===== src/rtl/countdown_pkg.sv =====
// countdown_pkg
// Shared types and helpers for the multi-digit countdown timer.
//   state_t    : controller states (IDLE, RUN, PAUSE, EXPIRED)
//   DIGIT_W    : width of one digit slice of count/preset
//   clampDigit : limits a loaded digit to the largest legal value for a radix
package countdown_pkg;

  typedef enum logic [1:0] {
    IDLE    = 2'd0,
    RUN     = 2'd1,
    PAUSE   = 2'd2,
    EXPIRED = 2'd3
  } state_t;

  localparam int DIGIT_W = 4;

  // A preset digit outside the radix would break the borrow chain (it would
  // count down through illegal codes), so it is pinned to radix-1 on load.
  function automatic logic [DIGIT_W-1:0] clampDigit(input logic [DIGIT_W-1:0] digit,
                                                    input int unsigned radix);
    logic [DIGIT_W-1:0] result;
    if (32'(digit) >= radix) begin
      result = DIGIT_W'(radix - 1);
    end else begin
      result = digit;
    end
    return result;
  endfunction

endpackage


===== src/rtl/countdown_digit.sv =====
// countdown_digit
// One digit of the cascaded down counter.
//   clk, reset : system clock, asynchronous active-high reset (clears to 0)
//   i_load     : capture i_loadVal (wins over i_dec)
//   i_loadVal  : value to capture
//   i_dec      : decrement by one this cycle
//   i_wrap     : value taken when decrementing from 0 (radix-1)
//   o_value    : registered digit value
//   o_isZero   : digit currently 0, feeds the borrow chain
module countdown_digit
  import countdown_pkg::*;
(
  input  logic               clk,
  input  logic               reset,
  input  logic               i_load,
  input  logic [DIGIT_W-1:0] i_loadVal,
  input  logic               i_dec,
  input  logic [DIGIT_W-1:0] i_wrap,
  output logic [DIGIT_W-1:0] o_value,
  output logic               o_isZero
);

  logic [DIGIT_W-1:0] r_value;

  // Digit register: load has priority, a decrement from 0 wraps to radix-1.
  always_ff @(posedge clk or posedge reset) begin
    if (reset) begin
      r_value <= '0;
    end else if (i_load) begin
      r_value <= i_loadVal;
    end else if (i_dec) begin
      if (r_value == '0) begin
        r_value <= i_wrap;
      end else begin
        r_value <= r_value - DIGIT_W'(1);
      end
    end
  end

  assign o_value  = r_value;
  assign o_isZero = (r_value == '0);

endmodule


===== src/rtl/countdown_timer.sv =====
// countdown_timer
// Multi-digit down-counting timer driven by an external tick strobe.
//   clk, reset  : system clock, asynchronous active-high reset
//   tick        : one-cycle count strobe, honoured only while running
//   load        : capture preset into count and the reload register
//   preset      : per-digit preset, digit 0 in bits [3:0]
//   start, stop : begin/resume and pause counting
//   auto_reload : 1 = periodic, 0 = one-shot
//   count       : current value (registered)
//   running     : registered, high while in RUN
//   zero        : combinational count == 0
//   done        : registered one-cycle expiry pulse
module countdown_timer
  import countdown_pkg::*;
#(
  parameter int DIGITS = 3,
  parameter int RADIX  = 10
) (
  input  logic                    clk,
  input  logic                    reset,
  input  logic                    tick,
  input  logic                    load,
  input  logic [DIGIT_W*DIGITS-1:0] preset,
  input  logic                    start,
  input  logic                    stop,
  input  logic                    auto_reload,
  output logic [DIGIT_W*DIGITS-1:0] count,
  output logic                    running,
  output logic                    zero,
  output logic                    done
);

  localparam int W = DIGIT_W * DIGITS;

  state_t                 r_state;
  logic   [W-1:0]         r_reload;
  logic                   r_running;
  logic                   r_done;

  logic   [W-1:0]         w_count;
  logic   [W-1:0]         w_presetClamped;
  logic   [DIGITS-1:0]    w_digitZero;
  logic   [DIGITS-1:0]    w_lowerZero;
  logic                   w_tickQual;
  logic                   w_isOne;
  logic                   w_reloadNow;
  logic                   w_digitLoad;
  logic   [W-1:0]         w_digitLoadVal;

  // A tick only counts in RUN and when neither load nor stop claims the cycle.
  assign w_tickQual = (r_state == RUN) && tick && !load && !stop;
  assign w_isOne    = (w_count == W'(1));

  // On the expiring tick in periodic mode the digits reload instead of
  // decrementing; in one-shot mode the natural 1 -> 0 decrement is used.
  assign w_reloadNow    = w_tickQual && w_isOne && auto_reload;
  assign w_digitLoad    = load || w_reloadNow;
  assign w_digitLoadVal = load ? w_presetClamped : r_reload;

  genvar gi;
  generate
    for (gi = 0; gi < DIGITS; gi++) begin : g_digit
      assign w_presetClamped[gi*DIGIT_W +: DIGIT_W] =
        clampDigit(preset[gi*DIGIT_W +: DIGIT_W], RADIX);

      // Ripple borrow: a digit moves only when every lower digit is 0.
      if (gi == 0) begin : g_first
        assign w_lowerZero[gi] = 1'b1;
      end else begin : g_rest
        assign w_lowerZero[gi] = w_lowerZero[gi-1] && w_digitZero[gi-1];
      end

      countdown_digit u_digit (
        .clk       (clk),
        .reset     (reset),
        .i_load    (w_digitLoad),
        .i_loadVal (w_digitLoadVal[gi*DIGIT_W +: DIGIT_W]),
        .i_dec     (w_tickQual && w_lowerZero[gi]),
        .i_wrap    (DIGIT_W'(RADIX - 1)),
        .o_value   (w_count[gi*DIGIT_W +: DIGIT_W]),
        .o_isZero  (w_digitZero[gi])
      );
    end
  endgenerate

  // Controller: state, reload register and the registered running/done
  // outputs. running is written alongside every state change so it always
  // mirrors the state after the edge.
  always_ff @(posedge clk or posedge reset) begin
    if (reset) begin
      r_state   <= IDLE;
      r_reload  <= '0;
      r_running <= 1'b0;
      r_done    <= 1'b0;
    end else begin
      r_done <= 1'b0;
      if (load) begin
        r_reload  <= w_presetClamped;
        r_state   <= IDLE;
        r_running <= 1'b0;
      end else begin
        case (r_state)
          IDLE: begin
            if (!stop && start && !zero) begin
              r_state   <= RUN;
              r_running <= 1'b1;
            end
          end
          RUN: begin
            if (stop) begin
              r_state   <= PAUSE;
              r_running <= 1'b0;
            end else if (w_tickQual && w_isOne) begin
              r_done <= 1'b1;
              if (!auto_reload) begin
                r_state   <= EXPIRED;
                r_running <= 1'b0;
              end
            end
          end
          PAUSE: begin
            if (!stop && start) begin
              r_state   <= RUN;
              r_running <= 1'b1;
            end
          end
          default: begin
            r_state   <= EXPIRED;
            r_running <= 1'b0;
          end
        endcase
      end
    end
  end

  assign count   = w_count;
  assign zero    = (w_count == '0);
  assign running = r_running;
  assign done    = r_done;

endmodule


===== config.mk =====
export PLATFORM = sky130hd
export DESIGN_NAME = countdown_timer
export DESIGN_NICKNAME = d
export VERILOG_FILES = /design/src/rtl/countdown_pkg.sv /design/src/rtl/countdown_digit.sv /design/src/rtl/countdown_timer.sv
export SDC_FILE = /design/constraint.sdc
export NUM_CORES = 1
export LEC_CHECK = 0
export ABC_AREA = 1
export ABC_CLOCK_PERIOD_IN_PS = 3500
export BUFFER_PORTS_ARGS = -buffer_cell sky130_fd_sc_hd__buf_2
export CAP_MARGIN = 20
export CORE_MARGIN = 2
export CORE_UTILIZATION = 50
export DETAILED_ROUTE_END_ITERATION = 12
export PLACE_DENSITY = 0.75
export SYNTH_ARGS = -nofsm -noshare
export SYNTH_HDL_FRONTEND = slang
export SYNTH_SLANG_ARGS = --single-unit

===== constraint.sdc =====
create_clock -name clk -period 3.5 [get_ports clk]
set_input_delay 0.35 -clock clk [delete_from_list [all_inputs] [get_ports clk]]
set_output_delay 0.35 -clock clk [all_outputs]
set_load 0.005 [all_outputs]

==> reports/summary.txt, run 1 <==
========================================================================================
Antenna violations before repair                                                       0
Post-synthesis area per instance                                                7.71 um2
Worst path max stage delay                                                       0.45 ns
Crit path required time                                                          3.15 ns
Number of enable flip-flop cells after synthesis                                       0
Via count of the first global-routing pass                                         1,229
Setup tns final                                                                     0 ns
CTS tree                                                                            done
Cell count after synthesis                                                           208
CP Max Fanout                                                                          5
Total length of routed wires                                                     3100 um
Wire length of the first global-routing pass                                     5330 um
Die Area                                                                        3680 um2
Synthesized flop and latch total                                                      28
Pin count of the biggest net entering global routing                                  29
X dimension of the die                                                           60.6 um
Buffer levels on the longest clock path                                                2
Max Clk Rate                                                                   0.546 GHz
Finished Cell Area                                                              1860 um2
Avg WL per Cell                                                                  10.8 um
RD Place Congestion                                                                0.865
Setup skew after layout                                                       0.00506 ns
Net count of the finished layout                                                     263
Placement row count                                                                   20
Latest clock arrival within the worst-skew pair                                  0.33 ns
Layout overhead on the synthesized area                                            15.8%
Final HPWL DP                                                                    2380 um
Minimum setup slack among reg-to-reg paths                                       1.87 ns
Final worst path period share                                                      52.4%
Final Hold Vio Count                                                                   0
Post_cts resized                                                                       0
PnR worst setup slack                                                            1.67 ns
Worst slack, placed                                                              1.76 ns
Clock-pin slew on the worst setup and hold paths                                 0.15 ns
CP Launch Type                                                                 flip-flop
Synthesis Warnings                                                                     0
Finished Core Util                                                                 60.8%
Initial drt markers                                                                   55
Post-placement cell count                                                            281
Initial cell density of the core                                                   52.5%
Avg Vias per Cell                                                                   4.77
Pin slew with the least headroom to its limit                                   0.399 ns
Number of search-and-repair iterations in the first detailed-routing pass              4
Core area                                                                       3050 um2
P per Cell Area                                                               377 nW/um2
Num CTS Buffers                                                                        3
Slew Limit Fails                                                                       0
Peak VDD IR                                                                   0.000276 V
Result of the run                                                              completed
Remaining Overflow, GRT                                                                0
Hold Crit Class                                                                in -> reg
Cell Area, Synth                                                                1600 um2
Yosys top cell by area                                                      sky130_fd_sc_hd__dfrtp_1
Minimum hold slack                                                              0.276 ns
Top cell types by occurrence after synthesis                                sky130_fd_sc_hd__nand2_1, sky130_fd_sc_hd__inv_1, sky130_fd_sc_hd__dfrtp_1, sky130_fd_sc_hd__nor2_1, sky130_fd_sc_hd__nand3_1
MaxCap Viol Count                                                                      0
Sequential-to-total area share from yosys stat                                     43.7%
Async SR Flop Fraction                                                              100%
Leading post-synthesis cells by cell area                                   sky130_fd_sc_hd__dfrtp_1, sky130_fd_sc_hd__nand2_1, sky130_fd_sc_hd__inv_1
Relative slew slack                                                                73.4%
Leak Pwr                                                                        0.990 nW
Primary flip-flop cell chosen by synthesis mapping                          sky130_fd_sc_hd__dfrtp_1
Root buffer cell                                                            sky130_fd_sc_hd__clkbuf_4
Number of vias in the routed layout                                                1,370
Synth cell types                                                                      33
Buffers added on ports                                                                33
Post-place instance area                                                        1780 um2
Minimum clock period                                                             1.83 ns
Most frequent cell after synthesis                                          sky130_fd_sc_hd__nand2_1
Pwr Total                                                                       0.701 mW
Setup CP Type                                                                 reg -> out
Proportion of netlist area held by the largest area contributor                    43.7%
DRC                                                                                    0
Number of nets with antenna violations after detailed routing                          0
Total number of clock tree sinks                                                      28
Share of post-route cells with drive strength above 1                              22.6%
Arrival time worst endpoint                                                      1.48 ns
RSZ-0062 raised after global routing                                               false
GRT Overall Usage                                                                  19.5%
Vertical die dimension                                                           60.6 um
CTS H-tree depth                                                                       1
Syn Nets                                                                             227
Count of endpoints failing setup in the final report                                   0
Count of inserted antenna diode cells                                                  0
List of cells traversed by the critical path                                nor2_1 -> nand2_1 -> nor3_1 -> buf_2
Cell Count, Final, Fillers Out                                                       287
Max stage delay cell, worst path                                            sky130_fd_sc_hd__dfrtp_1
CP endpoint kind                                                            primary output
Number of primary I/O pins                                                            34
========================================================================================
==> path summary, 6_finish.rpt <==
check | from | end | cells past startpoint
max in group asynchronous | reset | g_digit[1].u_digit.o_value[1]$_DFFE_PP0P_ | 4
min | preset[9] | r_reload[9]$_DFF_PP0_ | 3
min in group asynchronous | reset | r_reload[0]$_DFF_PP0_ | 3
max | g_digit[0].u_digit.o_value[3]$_DFFE_PP0P_ | zero | 4
min reg2reg | running$_DFFE_PP0P_ | running$_DFFE_PP0P_ | 2
max reg2reg | g_digit[2].u_digit.o_value[0]$_DFFE_PP0P_ | g_digit[0].u_digit.o_value[2]$_DFFE_PP0P_ | 8
==> cell families (layout without fill, tap and decap cells) <==
group | count (synthesis) | count (layout) | share of synthesized area, %
compound gates | 28 | 28 | 11.2
flops | 28 | 28 | 43.7
simple gates | 101 | 101 | 30.3
xor+xnor | 4 | 4 | 2.18
buf+inv | 47 | 82 | 12.6
==> placed cells by master (no fill, tap or decap) <==
| cell type | count |
|---|---|
| sky130_fd_sc_hd__o22ai_2 | 2 |
| sky130_fd_sc_hd__nor2_1 | 22 |
| sky130_fd_sc_hd__dlygate4sd3_1 | 1 |
| sky130_fd_sc_hd__buf_16 | 1 |
| sky130_fd_sc_hd__nand2_1 | 49 |
| sky130_fd_sc_hd__o22ai_1 | 3 |
| sky130_fd_sc_hd__nor3_1 | 2 |
| sky130_fd_sc_hd__o21ai_1 | 1 |
| sky130_fd_sc_hd__or2_2 | 1 |
| sky130_fd_sc_hd__inv_1 | 40 |
| sky130_fd_sc_hd__nor2_4 | 1 |
| sky130_fd_sc_hd__o31ai_1 | 1 |
| sky130_fd_sc_hd__a21oi_1 | 6 |
| sky130_fd_sc_hd__xor2_1 | 1 |
| sky130_fd_sc_hd__o21ai_2 | 1 |
| sky130_fd_sc_hd__nor4_1 | 2 |
| sky130_fd_sc_hd__clkbuf_8 | 1 |
| sky130_fd_sc_hd__xnor2_1 | 3 |
| sky130_fd_sc_hd__inv_2 | 3 |
| sky130_fd_sc_hd__nand2_4 | 1 |
| sky130_fd_sc_hd__nand3_1 | 11 |
| sky130_fd_sc_hd__nand3b_1 | 2 |
| sky130_fd_sc_hd__a31o_2 | 1 |
| sky130_fd_sc_hd__clkbuf_4 | 3 |
| sky130_fd_sc_hd__dfrtp_1 | 28 |
| sky130_fd_sc_hd__buf_2 | 33 |
| sky130_fd_sc_hd__or2_1 | 2 |
| sky130_fd_sc_hd__nand4_1 | 1 |
| sky130_fd_sc_hd__o21ai_0 | 9 |
| sky130_fd_sc_hd__o21a_1 | 2 |
| sky130_fd_sc_hd__a21o_1 | 1 |
| sky130_fd_sc_hd__nor2_8 | 1 |
| sky130_fd_sc_hd__nand3_4 | 2 |
| sky130_fd_sc_hd__o211ai_1 | 1 |
| sky130_fd_sc_hd__nor2_2 | 4 |
==> layout make-up <==
| type | instances | area (um2) |
|---|---|---|
| Clock buffer | 4 | 36.3 |
| Fill cell | 279 | 1200 |
| Inverter | 43 | 161 |
| Multi-Input combinational cell | 133 | 701 |
| Sequential cell | 28 | 701 |
| Tap cell | 44 | 55.1 |
| Timing Repair Buffer | 35 | 203 |
==> metal layers <==
metal  part of all wire (%)  track usage, %  wire length [um]
met5                      0               0                 0
met4                    2.0            7.45                63
met3                    3.2            1.92                99
met2                     44            30.6              1360
met1                     51            28.2              1580
==> state kept, by name (all words and copies together), names as in the netlist <==
signal	cells
g_digit.u_digit.o_value	12
running	1
done	1
r_state	2
r_reload	12
==> power breakdown <==
part / total (mW) / leakage, nW / switching [mW] / internal [mW]
Sequential: 0.382 / 0.334 / 0.0260 / 0.356
Clock: 0.160 / 0.0210 / 0.0963 / 0.0638
Combinational: 0.159 / 0.635 / 0.0929 / 0.0658
==> worst max-delay path: cells and delay by family (launching register included) <==
family	cells	cell delay (ns)
AND/OR/NAND/NOR	3	0.56
flip-flops	1	0.45
buffers and inverters	1	0.14
==> what timing repair did <==
item / 4_1_cts / 5_1_grt
hold endpoints to repair: 0 / 6
hold buffers: 0 / 1
buffers inserted: 0 / 0
endpoints found under the setup margin: 0 / 0
(Power assumes the default switching activity.)
==> run 2: changes to the inputs <==
--- a/config.mk
+++ b/config.mk
@@ -6,7 +6,7 @@
 export NUM_CORES = 1
 export LEC_CHECK = 0
 export ABC_AREA = 1
-export ABC_CLOCK_PERIOD_IN_PS = 3500
+export ABC_CLOCK_PERIOD_IN_PS = 1800
 export BUFFER_PORTS_ARGS = -buffer_cell sky130_fd_sc_hd__buf_2
 export CAP_MARGIN = 20
 export CORE_MARGIN = 2
==> constraint.sdc (replaced) <==
create_clock -name clk -period 1.8 [get_ports clk]
set_input_delay 0.18 -clock clk [delete_from_list [all_inputs] [get_ports clk]]
set_output_delay 0.18 -clock clk [all_outputs]
set_load 0.005 [all_outputs]
==> run 2 against run 1 <==
Effect of this change: non-clock buffer count grew 3; sequential cell count is the same; global-route usage shrank 0.42 points; final cell count grew 1.0%; first-iteration DRC count shrank 16%; worst hold slack lost 0.17 ns; core utilization grew 0.082 points; via count shrank 0.58%; die area is the same; combinational power grew 92%; worst setup slack lost 1.6 ns; clock skew grew 0.0027 ns.
==> reports/summary.txt, run 2 (synthesis gave the netlist of run 1 again) <==
========================================================================================
Area used by sequential logic in the layout                                      701 um2   unchanged
Crit path required time                                                          1.62 ns   -1.53 ns
Worst path max stage delay                                                       0.46 ns   about the same
CP Launch Type                                                                 flip-flop
Root buffer cell                                                            sky130_fd_sc_hd__clkbuf_4
Relative slew slack                                                                76.3%   +2.9 points
Total length of routed wires                                                     3150 um   +1.4%
Result of the run                                                              completed
Initial drt markers                                                                   46   -16%
Buffer count from post-CTS setup fixing                                                0   unchanged
Filler instances                                                                     288   +3.2%
Setup skew after layout                                                       0.00779 ns   +0.00273 ns
RD Place Congestion                                                                0.930   +7.5%
Wire length of the first global-routing pass                                     5210 um   -2.3%
CP endpoint kind                                                            primary output
X dimension of the die                                                           60.6 um   unchanged
Layout overhead on the synthesized area                                            15.9%
Dominant delay contributor by cell family on the critical path              simple AND/OR/NAND/NOR gates
Antenna violations before repair                                                       0   unchanged
Max stage delay cell, worst path                                            sky130_fd_sc_hd__dfrtp_1
Max Clk Rate                                                                   0.591 GHz
Count of inserted antenna diode cells                                                  0   unchanged
Area taken by multi-input logic gates                                            701 um2   unchanged
RSZ-0062 raised after global routing                                               false
Pwr Total                                                                        1.36 mW   +93%
Pin count of the biggest net entering global routing                                  29   unchanged
Global-route track usage on met1                                                   27.3%   -0.89 points
Placement row count                                                                   20   unchanged
Die Area                                                                        3680 um2   unchanged
Final worst path period share                                                      94.0%
Total number of clock tree sinks                                                      28   unchanged
Pin slew with the least headroom to its limit                                   0.355 ns   -0.0438 ns
Clock-pin slew on the worst setup and hold paths                                 0.15 ns   about the same
Core area                                                                       3050 um2   unchanged
Commonest non-fill, non-tap cells in the layout                             sky130_fd_sc_hd__nand2_1, sky130_fd_sc_hd__inv_1, sky130_fd_sc_hd__buf_2, sky130_fd_sc_hd__dfrtp_1, sky130_fd_sc_hd__nor2_1
Leak Pwr                                                                        0.998 nW   +0.73%
Grt met2 use                                                                       29.6%   -0.92 points
Initial cell density of the core                                                   52.5%   unchanged
Final Hold Vio Count                                                                   0   unchanged
Hold-fix buffers, CTS                                                                  1   +1
Number of vias in the routed layout                                                1,362   -0.58%
Buffers added on ports                                                                33   unchanged
Post_cts resized                                                                       0   unchanged
Most common cell after layout, fill and taps aside                          sky130_fd_sc_hd__nand2_1
P per Cell Area                                                               729 nW/um2   +93%
Count of endpoints failing setup in the final report                                   0   unchanged
Buffer levels on the longest clock path                                                2   unchanged
CP Max Fanout                                                                          5   unchanged
CTS H-tree depth                                                                       1   unchanged
Avg Vias per Cell                                                                   4.70   -1.6%
Peak VDD IR                                                                   0.000428 V   +55%
Number of nets with antenna violations after detailed routing                          0   unchanged
CTS tree                                                                            done
GRT Overall Usage                                                                  19.1%   -0.42 points
Slew Limit Fails                                                                       0   unchanged
Latest clock arrival within the worst-skew pair                                  0.33 ns   about the same
MaxCap Viol Count                                                                      0   unchanged
Minimum clock period                                                             1.69 ns
Final HPWL DP                                                                    2400 um   +0.94%
Number of primary I/O pins                                                            34   unchanged
Num CTS Buffers                                                                        3   unchanged
Buffers & Inverters on Critical Path                                                   1   unchanged
Routing usage on met3                                                              3.20%   +1.3 points
Net count of the finished layout                                                     266   +1.1%
Vertical die dimension                                                           60.6 um   unchanged
DRC                                                                                    0   unchanged
Avg WL per Cell                                                                  10.8 um   +0.30%
Share of post-route cells with drive strength above 1                              23.6%   +0.94 points
Remaining Overflow, GRT                                                                0   unchanged
Routing layer with the top usage in global route                                    met2
Setup CP Type                                                                 reg -> out
Setup tns final                                                                     0 ns   unchanged
Number of search-and-repair iterations in the first detailed-routing pass              4   unchanged
Hold Crit Class                                                                in -> reg
Via count of the first global-routing pass                                         1,191   -3.1%
Arrival time worst endpoint                                                      1.51 ns   +0.03 ns
List of cells traversed by the critical path                                nor2_1 -> nand2_1 -> nor3_1 -> buf_2
========================================================================================
run 2: changes by cell type in the layout (fill, tap and decap cells not counted):
cell                     delta
sky130_fd_sc_hd__buf_4      +4
sky130_fd_sc_hd__buf_16     -1
run 2: report_power, final:
group / internal (mW) / switching [mW] / leakage [nW]
Sequential: 0.693 / 0.0489 / 0.334
Clock: 0.124 / 0.184 / 0.0210
Combinational: 0.126 / 0.179 / 0.642
run 2: stage by stage:
| step | util (%) | instances | setup WS, ns | instance area, um2 | hold WS (ns) |
|---|---|---|---|---|---|
| after global placement | 59.4 | 285 | 0.195 | 1810 | 0.265 |
| final | 60.9 | 290 | 0.109 | 1860 | 0.108 |
| after detailed placement | 59.4 | 285 | 0.204 | 1810 | 0.269 |
| after global routing | 60.9 | 290 | 0.00627 | 1860 | 0.0910 |
| after CTS | 60.9 | 290 | 0.105 | 1860 | 0.0878 |
| after floorplan | - | 208 | 0.353 | 1600 | 0.245 |
run 2: worst paths after layout:
check / startpoint / end / slack, ns / cells after the start
max reg2reg: g_digit[2].u_digit.o_value[0]$_DFFE_PP0P_ / g_digit[0].u_digit.o_value[1]$_DFFE_PP0P_ / 0.18 / 8
min in group asynchronous: reset / r_reload[2]$_DFF_PP0_ / 0.43 / 4
min: preset[5] / r_reload[5]$_DFF_PP0_ / 0.11 / 3
max: g_digit[0].u_digit.o_value[2]$_DFFE_PP0P_ / zero / 0.11 / 4
min reg2reg: running$_DFFE_PP0P_ / running$_DFFE_PP0P_ / 0.49 / 2
max in group asynchronous: reset / g_digit[2].u_digit.o_value[2]$_DFFE_PP0P_ / 1.09 / 4
run 2: tightest hold or removal path, stage by stage:
cell	delay [ns]
sky130_fd_sc_hd__buf_2	0.10
sky130_fd_sc_hd__inv_1	0.05
sky130_fd_sc_hd__o22ai_2	0.07
run 2: layout make-up:
class,count,share of cell area [%]
Multi-Input combinational cell,133,37.7
Clock buffer,4,1.95
Inverter,43,8.68
Sequential cell,28,37.7
Timing Repair Buffer,38,11.0
Tap cell,44,2.96
run 2: layer usage:
metal | vias up | routed length (um)
li1 | 722 | -
met1 | 611 | 1490
met2 | 27 | 1490
met3 | 2 | 145
met4 | 0 | 19
met5 | - | 0
